## config.mk

```make
export PLATFORM = sky130hd
export DESIGN_NAME = relm_uart
export DESIGN_NICKNAME = d
export VERILOG_FILES = /design/src/rtl/relm_uart_pkg.sv /design/src/rtl/relm_uart_fifo.sv /design/src/rtl/relm_uart.sv
export SDC_FILE = /design/constraint.sdc
export NUM_CORES = 1
export LEC_CHECK = 0
export CAP_MARGIN = 20
export CORE_MARGIN = 2
export CORE_UTILIZATION = 41
export CTS_CLUSTER_DIAMETER = 80
export DETAILED_ROUTE_END_ITERATION = 8
export PLACE_DENSITY = 0.67
export SLEW_MARGIN = 40
export SYNTH_ARGS = -nofsm -noshare
export SYNTH_HDL_FRONTEND = slang
export SYNTH_SLANG_ARGS = --single-unit
```

## constraint.sdc

```tcl
create_clock -name clk -period 4.44 [get_ports clk]
set_clock_uncertainty 0.05 [all_clocks]
set_input_delay 1.11 -clock clk [delete_from_list [all_inputs] [get_ports clk]]
set_output_delay 1.11 -clock clk [all_outputs]
set_load 0.02 [all_outputs]
```

## src/rtl/relm_uart_pkg.sv

```systemverilog
// Shared constants for the relm_uart block: FSM encodings, parity codes,
// status-word bit offsets and the parity helper.
package relm_uart_pkg;

    localparam int PAR_NONE = 0;
    localparam int PAR_ODD  = 1;
    localparam int PAR_EVEN = 2;

    localparam logic [2:0] RX_IDLE      = 3'd0;
    localparam logic [2:0] RX_START     = 3'd1;
    localparam logic [2:0] RX_DATA      = 3'd2;
    localparam logic [2:0] RX_PAR       = 3'd3;
    localparam logic [2:0] RX_STOP      = 3'd4;
    localparam logic [2:0] RX_WAIT_HIGH = 3'd5;

    localparam logic [2:0] TX_IDLE  = 3'd0;
    localparam logic [2:0] TX_START = 3'd1;
    localparam logic [2:0] TX_DATA  = 3'd2;
    localparam logic [2:0] TX_PAR   = 3'd3;
    localparam logic [2:0] TX_STOP  = 3'd4;

    // pop_q status bits sit at WD minus these offsets
    localparam int POPQ_EMPTY_OFS  = 0;
    localparam int POPQ_TXFULL_OFS = 1;
    localparam int POPQ_OVR_OFS    = 2;
    localparam int POPQ_FRM_OFS    = 3;
    localparam int POPQ_PERR_OFS   = 4;

    function automatic logic parity_bit(input logic [7:0] d, input int mode);
        logic p;
        case (mode)
            PAR_ODD:  p = ~(^d);
            PAR_EVEN: p = ^d;
            default:  p = 1'b0;
        endcase
        return p;
    endfunction

endpackage

```

## src/rtl/relm_uart_fifo.sv

```systemverilog
// Synchronous FIFO with registered head, full and empty flags; the head
// register is loaded with the look-ahead value so it is valid the cycle after.
module relm_uart_fifo #(
    parameter int WAD = 4,
    parameter int WD  = 8
) (
    input  logic          clk,
    input  logic          rst_n,
    input  logic          wr,
    input  logic [WD-1:0] wd,
    input  logic          rd,
    output logic [WD-1:0] q,
    output logic          full,
    output logic          empty
);
    localparam int           DEPTH   = 1 << WAD;
    localparam logic [WAD:0] PTR_ONE = {{WAD{1'b0}}, 1'b1};

    logic [WD-1:0] r_mem [DEPTH];
    logic [WAD:0]  r_wp;
    logic [WAD:0]  r_rp;
    logic [WD-1:0] r_q;
    logic          r_full;
    logic          r_empty;
    logic [WAD:0]  w_wp_nxt;
    logic [WAD:0]  w_rp_nxt;
    logic          w_wr_en;
    logic          w_rd_en;
    logic          w_empty_nxt;
    logic          w_full_nxt;
    logic [WD-1:0] w_q_nxt;

    // a full FIFO refuses the write regardless of a same-cycle read
    assign w_wr_en     = wr & ~r_full;
    assign w_rd_en     = rd & ~r_empty;
    assign w_wp_nxt    = w_wr_en ? (r_wp + PTR_ONE) : r_wp;
    assign w_rp_nxt    = w_rd_en ? (r_rp + PTR_ONE) : r_rp;
    assign w_empty_nxt = (w_wp_nxt == w_rp_nxt);
    assign w_full_nxt  = (w_wp_nxt[WAD] != w_rp_nxt[WAD]) &&
                         (w_wp_nxt[WAD-1:0] == w_rp_nxt[WAD-1:0]);

    // next head: bypass the incoming word when it becomes the only entry
    always_comb begin
        if (w_empty_nxt) begin
            w_q_nxt = '0;
        end else if (w_wr_en && (r_wp[WAD-1:0] == w_rp_nxt[WAD-1:0])) begin
            w_q_nxt = wd;
        end else begin
            w_q_nxt = r_mem[w_rp_nxt[WAD-1:0]];
        end
    end

    // storage array
    always_ff @(posedge clk) begin
        if (w_wr_en) begin
            r_mem[r_wp[WAD-1:0]] <= wd;
        end
    end

    // pointers and registered outputs
    always_ff @(posedge clk or negedge rst_n) begin
        if (!rst_n) begin
            r_wp    <= '0;
            r_rp    <= '0;
            r_q     <= '0;
            r_full  <= 1'b0;
            r_empty <= 1'b1;
        end else begin
            r_wp    <= w_wp_nxt;
            r_rp    <= w_rp_nxt;
            r_q     <= w_q_nxt;
            r_full  <= w_full_nxt;
            r_empty <= w_empty_nxt;
        end
    end

    assign q     = r_q;
    assign full  = r_full;
    assign empty = r_empty;

endmodule

```

## src/rtl/relm_uart.sv

```systemverilog
// UART with independent RX/TX bit timers, an RX and a TX FIFO, and sticky
// overrun / framing / parity status exposed on a registered status word.
module relm_uart
    import relm_uart_pkg::*;
#(
    parameter int WD     = 32,
    parameter int CLKDIV = 434,
    parameter int PARITY = 0,
    parameter int WAD_RX = 4,
    parameter int WAD_TX = 4
) (
    input  logic        clk,
    input  logic        rst_n_in,
    input  logic        uart_in,
    output logic        uart_out,
    input  logic [WD:0] push_d,
    output logic        push_retry,
    input  logic [WD:0] pop_d,
    output logic [WD:0] pop_q
);
    localparam logic [15:0] DIV_M1  = 16'(CLKDIV - 1);
    localparam logic [15:0] HALF_M1 = 16'(CLKDIV / 2 - 1);

    logic        r_sync1, r_sync2, r_rx_prev;
    logic [2:0]  r_rx_st;
    logic [15:0] r_rx_cnt;
    logic [2:0]  r_rx_bit;
    logic [7:0]  r_rx_sh;
    logic        r_rx_perr;
    logic        r_ovr, r_frm, r_perr;
    logic [2:0]  r_tx_st;
    logic [15:0] r_tx_cnt;
    logic [2:0]  r_tx_bit;
    logic [7:0]  r_tx_sh;
    logic        r_tx_par;
    logic        r_uart_out;

    logic        w_rx_full, w_rx_empty, w_rx_wr, w_rx_good, w_rx_stop_hit;
    logic        w_set_ovr, w_set_frm, w_set_perr, w_par_bad, w_clr;
    logic [7:0]  w_rx_q;
    logic        w_tx_full, w_tx_empty, w_tx_rd;
    logic [7:0]  w_tx_q;
    logic        w_unused;

    assign w_unused      = ^{push_d[WD-1:8], pop_d[WD-2:0]};
    assign w_clr         = pop_d[WD-1];
    assign w_par_bad     = (r_sync2 != parity_bit(r_rx_sh, PARITY));
    assign w_rx_stop_hit = (r_rx_st == RX_STOP) && (r_rx_cnt == 16'd0);
    assign w_rx_good     = w_rx_stop_hit & r_sync2 & ~r_rx_perr;
    assign w_rx_wr       = w_rx_good & ~w_rx_full;
    assign w_set_ovr     = w_rx_good & w_rx_full;
    assign w_set_frm     = w_rx_stop_hit & ~r_sync2;
    assign w_set_perr    = (r_rx_st == RX_PAR) && (r_rx_cnt == 16'd0) && w_par_bad;

    // input synchronizer and RX frame FSM
    always_ff @(posedge clk or negedge rst_n_in) begin
        if (!rst_n_in) begin
            r_sync1   <= 1'b1;
            r_sync2   <= 1'b1;
            r_rx_prev <= 1'b1;
            r_rx_st   <= RX_IDLE;
            r_rx_cnt  <= 16'd0;
            r_rx_bit  <= 3'd0;
            r_rx_sh   <= 8'd0;
            r_rx_perr <= 1'b0;
        end else begin
            r_sync1   <= uart_in;
            r_sync2   <= r_sync1;
            r_rx_prev <= r_sync2;
            case (r_rx_st)
                RX_IDLE: begin
                    if (r_rx_prev && !r_sync2) begin
                        r_rx_st   <= RX_START;
                        r_rx_cnt  <= HALF_M1;
                        r_rx_perr <= 1'b0;
                    end
                end
                RX_START: begin
                    if (r_rx_cnt != 16'd0) begin
                        r_rx_cnt <= r_rx_cnt - 16'd1;
                    end else if (!r_sync2) begin
                        r_rx_st  <= RX_DATA;
                        r_rx_cnt <= DIV_M1;
                        r_rx_bit <= 3'd0;
                    end else begin
                        r_rx_st <= RX_IDLE;
                    end
                end
                RX_DATA: begin
                    if (r_rx_cnt != 16'd0) begin
                        r_rx_cnt <= r_rx_cnt - 16'd1;
                    end else begin
                        r_rx_sh  <= {r_sync2, r_rx_sh[7:1]};
                        r_rx_cnt <= DIV_M1;
                        r_rx_bit <= r_rx_bit + 3'd1;
                        if (r_rx_bit == 3'd7) begin
                            r_rx_st <= (PARITY == PAR_NONE) ? RX_STOP : RX_PAR;
                        end
                    end
                end
                RX_PAR: begin
                    if (r_rx_cnt != 16'd0) begin
                        r_rx_cnt <= r_rx_cnt - 16'd1;
                    end else begin
                        r_rx_perr <= w_par_bad;
                        r_rx_cnt  <= DIV_M1;
                        r_rx_st   <= RX_STOP;
                    end
                end
                RX_STOP: begin
                    if (r_rx_cnt != 16'd0) begin
                        r_rx_cnt <= r_rx_cnt - 16'd1;
                    end else begin
                        r_rx_st <= r_sync2 ? RX_IDLE : RX_WAIT_HIGH;
                    end
                end
                RX_WAIT_HIGH: begin
                    if (r_sync2) begin
                        r_rx_st <= RX_IDLE;
                    end
                end
                default: r_rx_st <= RX_IDLE;
            endcase
        end
    end

    // sticky errors: a new error in the clear cycle survives the clear
    always_ff @(posedge clk or negedge rst_n_in) begin
        if (!rst_n_in) begin
            r_ovr  <= 1'b0;
            r_frm  <= 1'b0;
            r_perr <= 1'b0;
        end else begin
            r_ovr  <= w_set_ovr  | (r_ovr  & ~w_clr);
            r_frm  <= w_set_frm  | (r_frm  & ~w_clr);
            r_perr <= w_set_perr | (r_perr & ~w_clr);
        end
    end

    assign w_tx_rd = ~w_tx_empty &
                     ((r_tx_st == TX_IDLE) || ((r_tx_st == TX_STOP) && (r_tx_cnt == 16'd0)));

    // TX frame FSM; a dequeue from IDLE or end-of-STOP starts the next frame
    always_ff @(posedge clk or negedge rst_n_in) begin
        if (!rst_n_in) begin
            r_tx_st    <= TX_IDLE;
            r_tx_cnt   <= 16'd0;
            r_tx_bit   <= 3'd0;
            r_tx_sh    <= 8'd0;
            r_tx_par   <= 1'b0;
            r_uart_out <= 1'b1;
        end else if (w_tx_rd) begin
            r_tx_st    <= TX_START;
            r_tx_cnt   <= DIV_M1;
            r_tx_sh    <= w_tx_q;
            r_tx_par   <= parity_bit(w_tx_q, PARITY);
            r_uart_out <= 1'b0;
        end else if ((r_tx_st != TX_IDLE) && (r_tx_cnt != 16'd0)) begin
            r_tx_cnt <= r_tx_cnt - 16'd1;
        end else begin
            r_tx_cnt <= DIV_M1;
            case (r_tx_st)
                TX_IDLE: r_uart_out <= 1'b1;
                TX_START: begin
                    r_tx_st    <= TX_DATA;
                    r_tx_bit   <= 3'd0;
                    r_uart_out <= r_tx_sh[0];
                end
                TX_DATA: begin
                    r_tx_bit <= r_tx_bit + 3'd1;
                    r_tx_sh  <= {1'b0, r_tx_sh[7:1]};
                    if (r_tx_bit != 3'd7) begin
                        r_uart_out <= r_tx_sh[1];
                    end else if (PARITY == PAR_NONE) begin
                        r_tx_st    <= TX_STOP;
                        r_uart_out <= 1'b1;
                    end else begin
                        r_tx_st    <= TX_PAR;
                        r_uart_out <= r_tx_par;
                    end
                end
                TX_PAR: begin
                    r_tx_st    <= TX_STOP;
                    r_uart_out <= 1'b1;
                end
                TX_STOP: begin
                    r_tx_st    <= TX_IDLE;
                    r_uart_out <= 1'b1;
                end
                default: begin
                    r_tx_st    <= TX_IDLE;
                    r_uart_out <= 1'b1;
                end
            endcase
        end
    end

    relm_uart_fifo #(.WAD(WAD_RX), .WD(8)) u_rx_fifo (
        .clk   (clk),
        .rst_n (rst_n_in),
        .wr    (w_rx_wr),
        .wd    (r_rx_sh),
        .rd    (pop_d[WD]),
        .q     (w_rx_q),
        .full  (w_rx_full),
        .empty (w_rx_empty)
    );

    relm_uart_fifo #(.WAD(WAD_TX), .WD(8)) u_tx_fifo (
        .clk   (clk),
        .rst_n (rst_n_in),
        .wr    (push_d[WD]),
        .wd    (push_d[7:0]),
        .rd    (w_tx_rd),
        .q     (w_tx_q),
        .full  (w_tx_full),
        .empty (w_tx_empty)
    );

    // status word assembled purely from registers
    always_comb begin
        pop_q                       = '0;
        pop_q[WD - POPQ_EMPTY_OFS]  = w_rx_empty;
        pop_q[WD - POPQ_TXFULL_OFS] = w_tx_full;
        pop_q[WD - POPQ_OVR_OFS]    = r_ovr;
        pop_q[WD - POPQ_FRM_OFS]    = r_frm;
        pop_q[WD - POPQ_PERR_OFS]   = r_perr;
        pop_q[7:0]                  = w_rx_q;
    end

    assign push_retry = w_tx_full;
    assign uart_out   = r_uart_out;

endmodule

```

==> results_dict.tcl, run 1 <==
set metrics [dict create \
    synth-edff-count 256 \
    timing.hold.ws_ns 0.302 \
    crit_end "u_tx_fifo.q[1]" \
    synth-main-ff-cell "edfxtp_1" \
    syn_area_mm2 0.0154 \
    fmax_ghz 0.236 \
    final_cells 1639 \
    grt_pass1_wl_um 48100 \
    reg2reg_to "u_tx_fifo.q[1]" \
    setup_tns_ns 0 \
    wl_met1_um 13100 \
    hp-start "r_sync1" \
    max_cap_violations 0 \
    cellLeakagePower_nw 6.44 \
    postCtsSetupRepairBufs 0 \
    htreeDepth 2 \
    min_period_ns 4.23 \
    cp.depth 11 \
    cts_buffer_depth 3 \
    powerDensity_mw_per_mm2 616 \
    port_buffers 28 \
    syn_inst 1086 \
    cts.sinks 364 \
    startpoint "r_tx_cnt[0]" \
    hold_violations 0 \
    grt_pass1_vias 8826 \
    r2r_setup_slack_ns 0.21 \
    die-area_mm2 0.0391 \
    synth.largest_area_cell "edfxtp_1" \
    max_slew_margin_pct 48.0 \
    drt-pass1-iter-count 5 \
    cts_resized 0 \
    rsz0062_at_grt "no" \
    slowest_stage "or4_1" \
    grtUsageTotal_pct 15.8 \
    critical_path.max_stage_delay_ns 0.77 \
    diodes 0 \
    wl_met3_um 1380 \
    wirelength_um 30400 \
    synth.avg_cell_area_um2 14.2 \
    async_flop_share_pct 29.7 \
    reg2regPathDepth 11 \
    cp.arrival_ns 4.59 \
    fp.dieH_um 198 \
    grt_max_degree 101 \
    drt-initial-drc-count 598 \
    ios 104 \
    crit_buf_inv 3 \
    critPathTopFamily "simple AND/OR/NAND/NOR gates" \
    synth_top_cell_area_share_pct 49.9 \
    cts_hold_buf 0 \
    final_area_mm2 0.0175 \
    hp-class "register to register" \
    ys_seq_elements 364 \
    clk_pin_slew_ns 0.06 \
    end_kind "register" \
    r2r_start "r_tx_cnt[0]" \
    overflow 0 \
    cts_buffers 39 \
    clk_latency_ns 0.54 \
    area_growth_pct 13.6 \
    critPathMaxFanout 51 \
    cts_tree "yes" \
    die_x_um 198 \
    outcome "complete, no violations" \
    met2_length_um 15200 \
    initial_utilization_pct 41.9 \
    antenna_found_initial 0 \
    synth_cell_types 63 \
    numPlacedInstances 1568 \
    synth_seq_area_share_pct 67.5 \
    synth_commonest_cells "256 x edfxtp_1, 106 x nand2_1, 102 x dfrtp_1" \
    drc_errors 0 \
    worst_pin_slew_ns 0.777 \
    postRouteAntennaNets 0 \
    startpoint_type "register" \
    row_count 70 \
    synthTopCellsByArea "edfxtp_1 50%, dfrtp_1 17%, mux4_2 4.7%, mux2i_1 3.5%, nand2_1 2.6%" \
    gp_congestion 0.781 \
    crit_required_ns 4.80 \
    dp_hpwl_um 18500 \
    vias 8822 \
    core-area_mm2 0.0368 \
    yosys_warnings 0 \
    highest_layer "met4" \
    vdd_ir_drop_max_mv 0.416 \
    finalCritPeriodShare_pct 95.3 \
    crit_type "register to register" \
    via_per_inst 5.38 \
    setup_viol 0 \
    drive_gt1_share_pct 12.6 \
    slew_violations 0 \
    wl_per_cell_um 18.5 \
    utilization_pct 47.6 \
    yosysMostFrequentCell "edfxtp_1" \
    cts_root_buf "clkbuf_16" \
    worstPathCellList "inv_1 -> ha_1 -> or4b_1 -> or4_1 -> a21oi_4 -> mux2i_4 -> buf_12 -> clkinv_1 -> nand3_1 -> a32oi_1 -> a311oi_1" \
    dpl_cell_area_mm2 0.0163 \
    fin_nets 1226 \
]
[cells in the final DEF, fill, tap and decap left out, types with 11 or more instances in the layout]
cell             instances
edfxtp_1               256
nand2_1                106
dfrtp_1                102
nor2_1                  81
mux2i_1                 52
a21oi_1                 47
clkbuf_16               40
xnor2_1                 33
buf_4                   33
mux4_2                  32
inv_1                   28
clkdlybuf4s50_1         27
o21ai_0                 24
nand3_1                 24
conb_1                  20
nor3_1                  19
xor2_1                  17
and2_1                  17
a221oi_1                16
ha_1                    16
nor2b_1                 12
clkbuf_1                12
a211oi_1                11
[cells by family (layout without fill, tap and decap cells)]
family	after synthesis	count (layout)	share of synthesized area, %
multiplexers	95	95	8.85
XOR/XNOR	54	54	3.21
AND/OR/NAND/NOR	305	305	9.19
other	1	20	0.0243
AO/OA/AOI/OAI	151	151	6.65
adder cells (fa/ha/maj)	16	16	1.30
buffers and inverters	100	166	3.28
flip-flops	364	364	67.5
[worst register-to-register path: stages (launching register included)]
cell and delay [ns]:
dfrtp_1 0.40, inv_1 0.07, ha_1 0.20, or4b_1 0.57
or4_1 0.77, a21oi_4 0.38, mux2i_4 0.34, buf_12 0.28
clkinv_1 0.37, nand3_1 0.18, a32oi_1 0.14, a311oi_1 0.36
[layout make-up]
cell class                 instances  area (um2)
multi-input combinational        641        4620
tap                              468         586
timing repair buffer              65         618
clock inverter                    17        96.3
sequential                       364       10400
inverter                          30         114
clock buffer                      54        1070
fill                            3167       19300
[where the power goes]
| group | internal (mW) | switching, mW | total (mW) |
|---|---|---|---|
| clock network | 1.70 | 1.28 | 2.98 |
| logic | 1.47 | 2.06 | 3.54 |
| registers | 4.02 | 0.244 | 4.27 |
[metal layers]
layer	GRT usage, %	vias up
met3	2.74	57
li1	-	4112
met1	20.6	4444
met2	27.1	209
met5	0	-
met4	4.90	0
[registers in the layout (all words and copies together), names as in the netlist, 5 cells and up]
| register | cells |
|---|---|
| u_rx_fifo.q | 8 |
| u_rx_fifo.r_mem | 128 |
| u_rx_fifo.r_wp | 5 |
| r_rx_sh | 8 |
| r_tx_sh | 8 |
| u_tx_fifo.r_rp | 5 |
| u_tx_fifo.q | 8 |
| r_rx_cnt | 16 |
| u_tx_fifo.r_mem | 128 |
| u_tx_fifo.r_wp | 5 |
| r_tx_cnt | 16 |
| u_rx_fifo.r_rp | 5 |
[through the flow]
step	power, mW	worst slack (ns)
CTS	10.9	0.167
detailed placement	7.90	0.234
global placement	7.83	0.290
finish	10.8	0.210
global route	11.4	0.0383
floorplan	6.85	0.601
[worst min path at each step]
stage	endpoint	slack, ns	depth (start not counted)
2_1_floorplan	r_sync2	0.30	0
3_3_place_gp	r_sync2	0.30	0
3_5_place_dp	r_sync2	0.30	0
4_1_cts	u_rx_fifo.q[1]	0.31	1
5_1_grt	r_sync2	0.31	0
6_report	r_sync2	0.30	0
(Power assumes the default switching activity.)
==> inputs of run 2 (changes only) <==
Settings changed: CAP_MARGIN 20 to 10, DONT_BUFFER_PORTS from default to 1, PLACE_DENSITY 0.67 to 0.63, SKIP_CTS_REPAIR_TIMING from default to 1.
==> run 2 against run 1 <==
Compared with the run above:
- register-to-register slack improved by 0.24 ns
- global-route usage rose by 0.18 points
- cell area is 0.56% lower
- via count down 2.6%
- sequential share of layout area up 0.33 points
- highest routed layer unchanged
- fmax increased by 5.9%
- worst setup slack improved by 0.24 ns
- clock power is 9.4% higher
- final cell count fell by 1.5%
==> results_dict.tcl, run 2 (synthesis gave the netlist of run 1 again) <==
set metrics [dict create \
    outcome "complete, no violations" \
    max_cap_violations 0 \
    clk_latency_ns 0.55 \
    via_per_inst 5.32 \
    min_period_ns 4.00 \
    powerDensity_mw_per_mm2 635 \
    port_buffers 0 \
    fmax_ghz 0.250 \
    hold_violations 0 \
    die_x_um 198 \
    setup_viol 0 \
    cts_buffer_depth 3 \
    grt_max_degree 109 \
    critPathTopFamily "simple AND/OR/NAND/NOR gates" \
    gp_congestion 0.822 \
    fp.dieH_um 198 \
    drc_errors 0 \
    drt-pass1-iter-count 5 \
    worstPathCellList "inv_1 -> ha_1 -> or4b_1 -> or4_1 -> a21oi_4 -> mux2i_4 -> buf_12 -> clkinv_1 -> nand3_1 -> a32oi_1 -> a311oi_1" \
    vdd_ir_drop_max_mv 0.326 \
    slew_violations 0 \
    cellLeakagePower_nw 6.41 \
    fin_nets 1201 \
    die-area_mm2 0.0391 \
    rsz0062_at_grt "no" \
    dpl_cell_area_mm2 0.0161 \
    postRouteAntennaNets 0 \
    cts_root_buf "clkbuf_16" \
    final_area_mm2 0.0174 \
    diodes 0 \
    setup_tns_ns 0 \
    initial_utilization_pct 41.9 \
    numPlacedInstances 1543 \
    slowest_stage "or4_1" \
    cts_buffers 39 \
    dp_hpwl_um 18500 \
    crit_required_ns 4.80 \
    hp-class "input port to async pin" \
    finalCritPeriodShare_pct 90.0 \
    crit_buf_inv 3 \
    core-area_mm2 0.0368 \
    critical_path.max_stage_delay_ns 0.66 \
    worst_pin_slew_ns 0.715 \
    vias 8593 \
    grt_pass1_wl_um 47800 \
    drt-initial-drc-count 588 \
    final_common_cell "edfxtp_1" \
    cp.arrival_ns 4.36 \
    final_cells 1614 \
    wirelength_um 30400 \
    cts.sinks 364 \
    layout_common_cells "256 x edfxtp_1, 106 x nand2_1, 102 x dfrtp_1, 81 x nor2_1, 52 x mux2i_1" \
    startpoint "r_tx_cnt[0]" \
    grt_pass1_vias 8434 \
    cts_tree "yes" \
    antenna_found_initial 0 \
    htreeDepth 2 \
    end_kind "register" \
    area_growth_pct 13.0 \
    drive_gt1_share_pct 13.7 \
    startpoint_type "register" \
    critPathMaxFanout 51 \
    crit_type "register to register" \
    r2r_start "r_tx_cnt[0]" \
    ios 104 \
    max_slew_margin_pct 52.3 \
    clk_pin_slew_ns 0.06 \
    row_count 70 \
    grtUsageTotal_pct 16.0 \
    overflow 0 \
    wl_per_cell_um 18.9 \
]
==> run 2: power breakdown <==
part / switching [mW] / internal [mW]
registers: 0.313 / 4.02
clock network: 1.29 / 1.96
logic: 2.00 / 1.45
==> run 2: per-stage QoR <==
| stage | util (%) | hold slack, ns | worst slack (ns) | total power, mW |
|---|---|---|---|---|
| final | 47.3 | 0.202 | 0.445 | 11.0 |
| after global routing | 47.3 | 0.182 | 0.261 | 11.6 |
| after CTS | 47.3 | 0.179 | 0.438 | 11.1 |
| after global placement | 43.7 | 0.296 | 0.483 | 7.79 |
| after floorplan | - | 0.295 | 0.601 | 6.85 |
| after detailed placement | 43.8 | 0.297 | 0.484 | 7.85 |
==> run 2: per-layer routing <==
metal | vias to the layer above | track usage (%) | share of wire (%)
met5 | - | 0 | 0
met1 | 4317 | 22.5 | 45
li1 | 4044 | - | -
met4 | 0 | 4.34 | 1.7
met3 | 38 | 3.30 | 5.3
met2 | 194 | 25.4 | 48
==> run 2: final cells by class <==
class                           count  area, um2
Clock buffer                       57       1180
Clock inverter                     14        130
Fill cell                        3160      19400
Inverter                           30        114
Multi-Input combinational cell    641       4630
Sequential cell                   364      10400
Tap cell                          468        586
Timing Repair Buffer               40        370
==> run 2: worst reg2reg max path, delay by kind of cell, from the launching register on <==
family	cells	cell delay, ns
DFF	1	0.38
muxes	1	0.34
buffers and inverters	3	0.70
AOI/OAI and AO/OA	3	0.88
adders and majority gates	1	0.18
and+or+nand+nor	3	1.33
==> run 2: final timing paths <==
check / endpoint / slack, ns / depth (start not counted)
setup / recovery: u_tx_fifo.q[5] / 0.44 / 11
hold / removal: u_rx_fifo.r_rp[0] / 0.20 / 0
setup reg to reg: u_tx_fifo.q[5] / 0.44 / 11
hold reg to reg: r_sync2 / 0.31 / 0
max in group asynchronous: uart_out / 3.84 / 0
min in group clk: r_sync2 / 0.31 / 0
==> inputs of run 3 (changes only) <==
Settings changed: CORE_ASPECT_RATIO from default to 1.1.
==> run 3 against run 2 <==
Compared with the run above:
- register-to-register slack worse by 0.21 ns
- utilization down 0.56 points
- wire length about the same
- cell area down 0.26%
- hold slack lost 0.0075 ns
- sequential share of layout area increased by 0.15 points
- sequential cell count is the same
- fmax shrank 5.0%
- sequential power barely moved
- largest power group unchanged
- highest routed layer unchanged
- combinational power decreased by 1%
- non-clock buffer count is 1 higher
==> results_dict.tcl, run 3 (synthesis gave the netlist of run 1 again) <==
set metrics [dict create \
    drt-pass1-iter-count 5 \
    drc_errors 0 \
    die-area_mm2 0.0391 \
    crit_buf_inv 3 \
    htreeDepth 2 \
    fin_nets 1203 \
    max_cap_violations 0 \
    vdd_ir_drop_max_mv 0.700 \
    initial_utilization_pct 41.5 \
    final_common_cell "edfxtp_1" \
    wirelength_um 30400 \
    rsz0062_at_grt "no" \
    core-area_mm2 0.0371 \
    cts_buffer_depth 3 \
    wl_per_cell_um 18.5 \
    critPathMaxFanout 45 \
    postRouteAntennaNets 0 \
    hp-class "input port to async pin" \
    slowest_stage "or4_1" \
    grt_pass1_vias 8693 \
    final_area_mm2 0.0174 \
    cts.sinks 364 \
    cellLeakagePower_nw 6.37 \
    row_count 74 \
    grt_max_degree 109 \
    critical_path.max_stage_delay_ns 0.76 \
    antenna_found_initial 0 \
    cts_tree "yes" \
    via_per_inst 5.22 \
    area_growth_pct 12.7 \
    powerDensity_mw_per_mm2 626 \
    setup_tns_ns 0 \
    crit_required_ns 4.80 \
    grt_pass1_wl_um 48700 \
    critPathTopFamily "simple AND/OR/NAND/NOR gates" \
    clkPwrFrac_pct 28.9 \
    slew_violations 0 \
    p_sw_share_pct 33.2 \
    outcome "complete, no violations" \
    dp_hpwl_um 18800 \
    max_slew_margin_pct 48.9 \
    port_buffers 0 \
    gp_congestion 0.781 \
    p_int_mw 7.25 \
    dpl_cell_area_mm2 0.0161 \
    ios 104 \
    end_kind "register" \
    startpoint_type "register" \
    worstPathCellList "inv_1 -> ha_1 -> or4b_1 -> or4_1 -> a21oi_4 -> xnor2_2 -> clkinv_2 -> buf_12 -> mux2i_1 -> a221oi_1 -> nor2_1 -> a311oi_1" \
    cts_root_buf "clkbuf_16" \
    clk_pin_slew_ns 0.06 \
    worst_pin_slew_ns 0.763 \
    switchingPower_mw 3.61 \
    min_period_ns 4.21 \
    setup_viol 0 \
    fmax_ghz 0.238 \
    seqPwrFrac_pct 39.9 \
    fp.dieH_um 207 \
    vias 8572 \
    grtUsageTotal_pct 15.9 \
    drive_gt1_share_pct 13.4 \
    hold_violations 0 \
    combPwrFrac_pct 31.3 \
    cts_buffers 40 \
    die_x_um 189 \
    cp.arrival_ns 4.56 \
    crit_type "register to register" \
    overflow 0 \
    finalCritPeriodShare_pct 94.7 \
    clk_latency_ns 0.56 \
    diodes 0 \
    layout_common_cells "256 x edfxtp_1, 106 x nand2_1, 102 x dfrtp_1, 81 x nor2_1, 52 x mux2i_1" \
    drt-initial-drc-count 544 \
]
-- run 3: cell types whose count changed in the layout (fill, tap and decap cells not counted), moves of 2 or more --
cell,previous run,this run
clkbuf_8,5,2
clkinvlp_4,2,0
clkbuf_16,43,41
buf_4,34,37
clkbuf_1,9,15
-- run 3: through the flow --
stage | setup WS, ns | hold WS, ns | instances | power, mW | util (%)
global route | 0.0401 | 0.162 | 1642 | 11.5 | 46.8
CTS | 0.174 | 0.162 | 1639 | 11.0 | 46.7
finish | 0.234 | 0.195 | 1642 | 10.9 | 46.8
global placement | 0.290 | 0.309 | 1567 | 7.75 | 43.3
floorplan | 0.601 | 0.295 | 1105 | 6.85 | -
detailed placement | 0.207 | 0.307 | 1567 | 7.80 | 43.3
-- run 3: metal layers --
layer	GRT usage, %	routed length [um]	share of wire [%]
met1	20.8	13000	43
met2	26.4	15000	49
met3	4.04	1770	5.8
met4	4.53	555	1.8
met5	0	0	0
-- run 3: cell type report --
cell class,count,area (um2)
Tap cell,494,618
Clock buffer,58,1110
Fill cell,3278,19800
Clock inverter,14,140
Timing Repair Buffer,41,358
Inverter,30,114
Multi-Input combinational cell,641,4620
Sequential cell,364,10400
-- run 3: power groups by stage --
stage               combinational [mW]  clock [mW]  sequential, mW
global route                      3.74        3.36            4.38
finish                            3.40        3.14            4.33
floorplan                         2.57           0            4.28
CTS                               3.42        3.24            4.33
detailed placement                3.40           0            4.40
global placement                  3.36           0            4.39
-- run 3: worst register-to-register path: stages, from the launching register on --
cell and delay, ns:
dfrtp_1 0.40, inv_1 0.07, ha_1 0.20, or4b_1 0.47, or4_1 0.76, a21oi_4 0.36, xnor2_2 0.19, clkinv_2 0.27
buf_12 0.28, mux2i_1 0.20, a221oi_1 0.32, nor2_1 0.11, a311oi_1 0.42
-- run 3: path summary, 6_finish.rpt --
| path | slack (ns) | from | to | cells after the start |
|---|---|---|---|---|
| worst max-delay path | 0.23 | r_tx_cnt[0] | u_tx_fifo.q[4] | 12 |
| worst min-delay path | 0.19 | rst_n_in | u_rx_fifo.q[5] | 0 |
| worst max register to register | 0.23 | r_tx_cnt[0] | u_tx_fifo.q[4] | 12 |
| worst min register to register | 0.31 | r_sync1 | r_sync2 | 0 |
| max in group asynchronous | 3.86 | rst_n_in | u_tx_fifo.empty | 0 |
| min in group clk | 0.31 | r_sync1 | r_sync2 | 0 |
==> RTL edit: new RTL, flow settings as in run 2 <==
Reset style: synchronous (`rst_n` and `rst_n_in`), changed in 4 clocked blocks.
--- a/src/rtl/relm_uart_fifo.sv
+++ b/src/rtl/relm_uart_fifo.sv
@@ -59,5 +59,5 @@
 
     // pointers and registered outputs
-    always_ff @(posedge clk or negedge rst_n) begin
+    always_ff @(posedge clk) begin
         if (!rst_n) begin
             r_wp    <= '0;
--- a/src/rtl/relm_uart.sv
+++ b/src/rtl/relm_uart.sv
@@ -54,5 +54,5 @@
 
     // input synchronizer and RX frame FSM
-    always_ff @(posedge clk or negedge rst_n_in) begin
+    always_ff @(posedge clk) begin
         if (!rst_n_in) begin
             r_sync1   <= 1'b1;
@@ -126,5 +126,5 @@
 
     // sticky errors: a new error in the clear cycle survives the clear
-    always_ff @(posedge clk or negedge rst_n_in) begin
+    always_ff @(posedge clk) begin
         if (!rst_n_in) begin
             r_ovr  <= 1'b0;
@@ -142,5 +142,5 @@
 
     // TX frame FSM; a dequeue from IDLE or end-of-STOP starts the next frame
-    always_ff @(posedge clk or negedge rst_n_in) begin
+    always_ff @(posedge clk) begin
         if (!rst_n_in) begin
             r_tx_st    <= TX_IDLE;
Behaviour: differs if rst_n_in is asserted again (counterexample within 4 cycles, from zero or initial values and one cycle with rst_n_in low); with rst_n_in held inactive, the same outputs for 10 cycles.
==> RTL edit against run 2 <==
Sequential cell count stayed put; worst setup slack better by 0.41 ns; area after synthesis is 7.1% higher; sequential share of layout area is 6.1 points lower; critical path depth is 4 lower; final area is 5.5% higher; worst hold slack better by 0.17 ns; die area is 6.9% higher; wire length is 12% higher; highest routed layer is now met5.
Power is not compared: it rests on default switching activity, and its combinational part moved more than twofold at a synthesized area within 25%.
==> RTL edit: results (changes against run 2) <==
- Outcome: finished clean (unchanged)
- Placed insts: 1,701 (was 1,543)
- Reg2Reg Launch Point: r_rx_cnt[0] (was r_tx_cnt[0])
- DRT iter0 DRCs: 632 (was 588)
- Wire length on met2: 16,700 um (was 14,500 um)
- XOR/XNOR share of the synthesized area: 0.0281 (was 0.0321)
- Met1 Usage GRT: 0.211 (was 0.225)
- Syn Area/Cell: 13.5 um2 (was 14.2 um2)
- Post-synthesis compound-gate area fraction: 0.0592 (was 0.0665)
- HP Class: flip-flop to flip-flop (was primary input to asynchronous set/reset pin)
- Filler cells: 3,482 (was 3,160)
- Post-synthesis cell type count: 68 (was 63)
- CP max FO: 14 (was 51)
- Final RePlAce weighted congestion: 0.788 (was 0.822)
- Pin count of the biggest net entering global routing: 67 (was 109)
- Fin crit share: 0.806 (was 0.900)
- Antenna violations before repair: 1 (was 0)
- Pre-CTS WS: 0.816 ns (was 0.484 ns)
- Routed via count: 9,575 (was 8,593)
- Critical path's slowest cell: nor4_4 (was or4_1)
- Nets: 1,303 (was 1,201)
- M3 GR Usage: 0.0326 (was 0.0330)
- WL met3: 1660 um (was 1620 um)
- Synth Area in Adders: 0.0129 (was 0.0130)
- Reg2reg setup slack: 0.86 ns (was 0.44 ns)
- Highest metal used: met5 (was met4)
- GR Util met2: 0.282 (was 0.254)
- Gr usage total: 0.165 (was 0.160)
- Hold slack: 0.370 ns (was 0.202 ns)
- Worst Max-Slew Pin Slew: 0.764 ns (was 0.715 ns)
- Ys async rst share: 0 (was 0.297)
## RTL edit: cell count changes after synthesis, moves of 16 or more
cell,before,now
a21oi_1,47,73
dfrtp_1,102,0
a221oi_1,16,0
mux2i_1,54,104
mux4_2,32,76
dfxtp_1,0,108
## RTL edit: cell families (layout without fill, tap and decap cells)
logic type	Yosys count	in the layout
muxes	191	191
xor gates and xnor gates	48	48
AOI/OAI and AO/OA	158	158
other	1	20
adders and majority gates	17	17
and+or+nand+nor	330	330
buffers and inverters	110	118
DFF	364	364
## RTL edit: layout make-up
| cell class | instances | area (um2) | share of cell area |
|---|---|---|---|
| flip-flops and latches | 364 | 9850 | 0.537 |
| multi-input cells | 764 | 6250 | 0.340 |
| clock buffers | 53 | 1110 | 0.0604 |
| well taps | 525 | 657 | 0.0358 |
| repair buffers | 28 | 223 | 0.0121 |
| clock inverters | 17 | 195 | 0.0106 |
| inverters | 20 | 77.6 | 0.00422 |
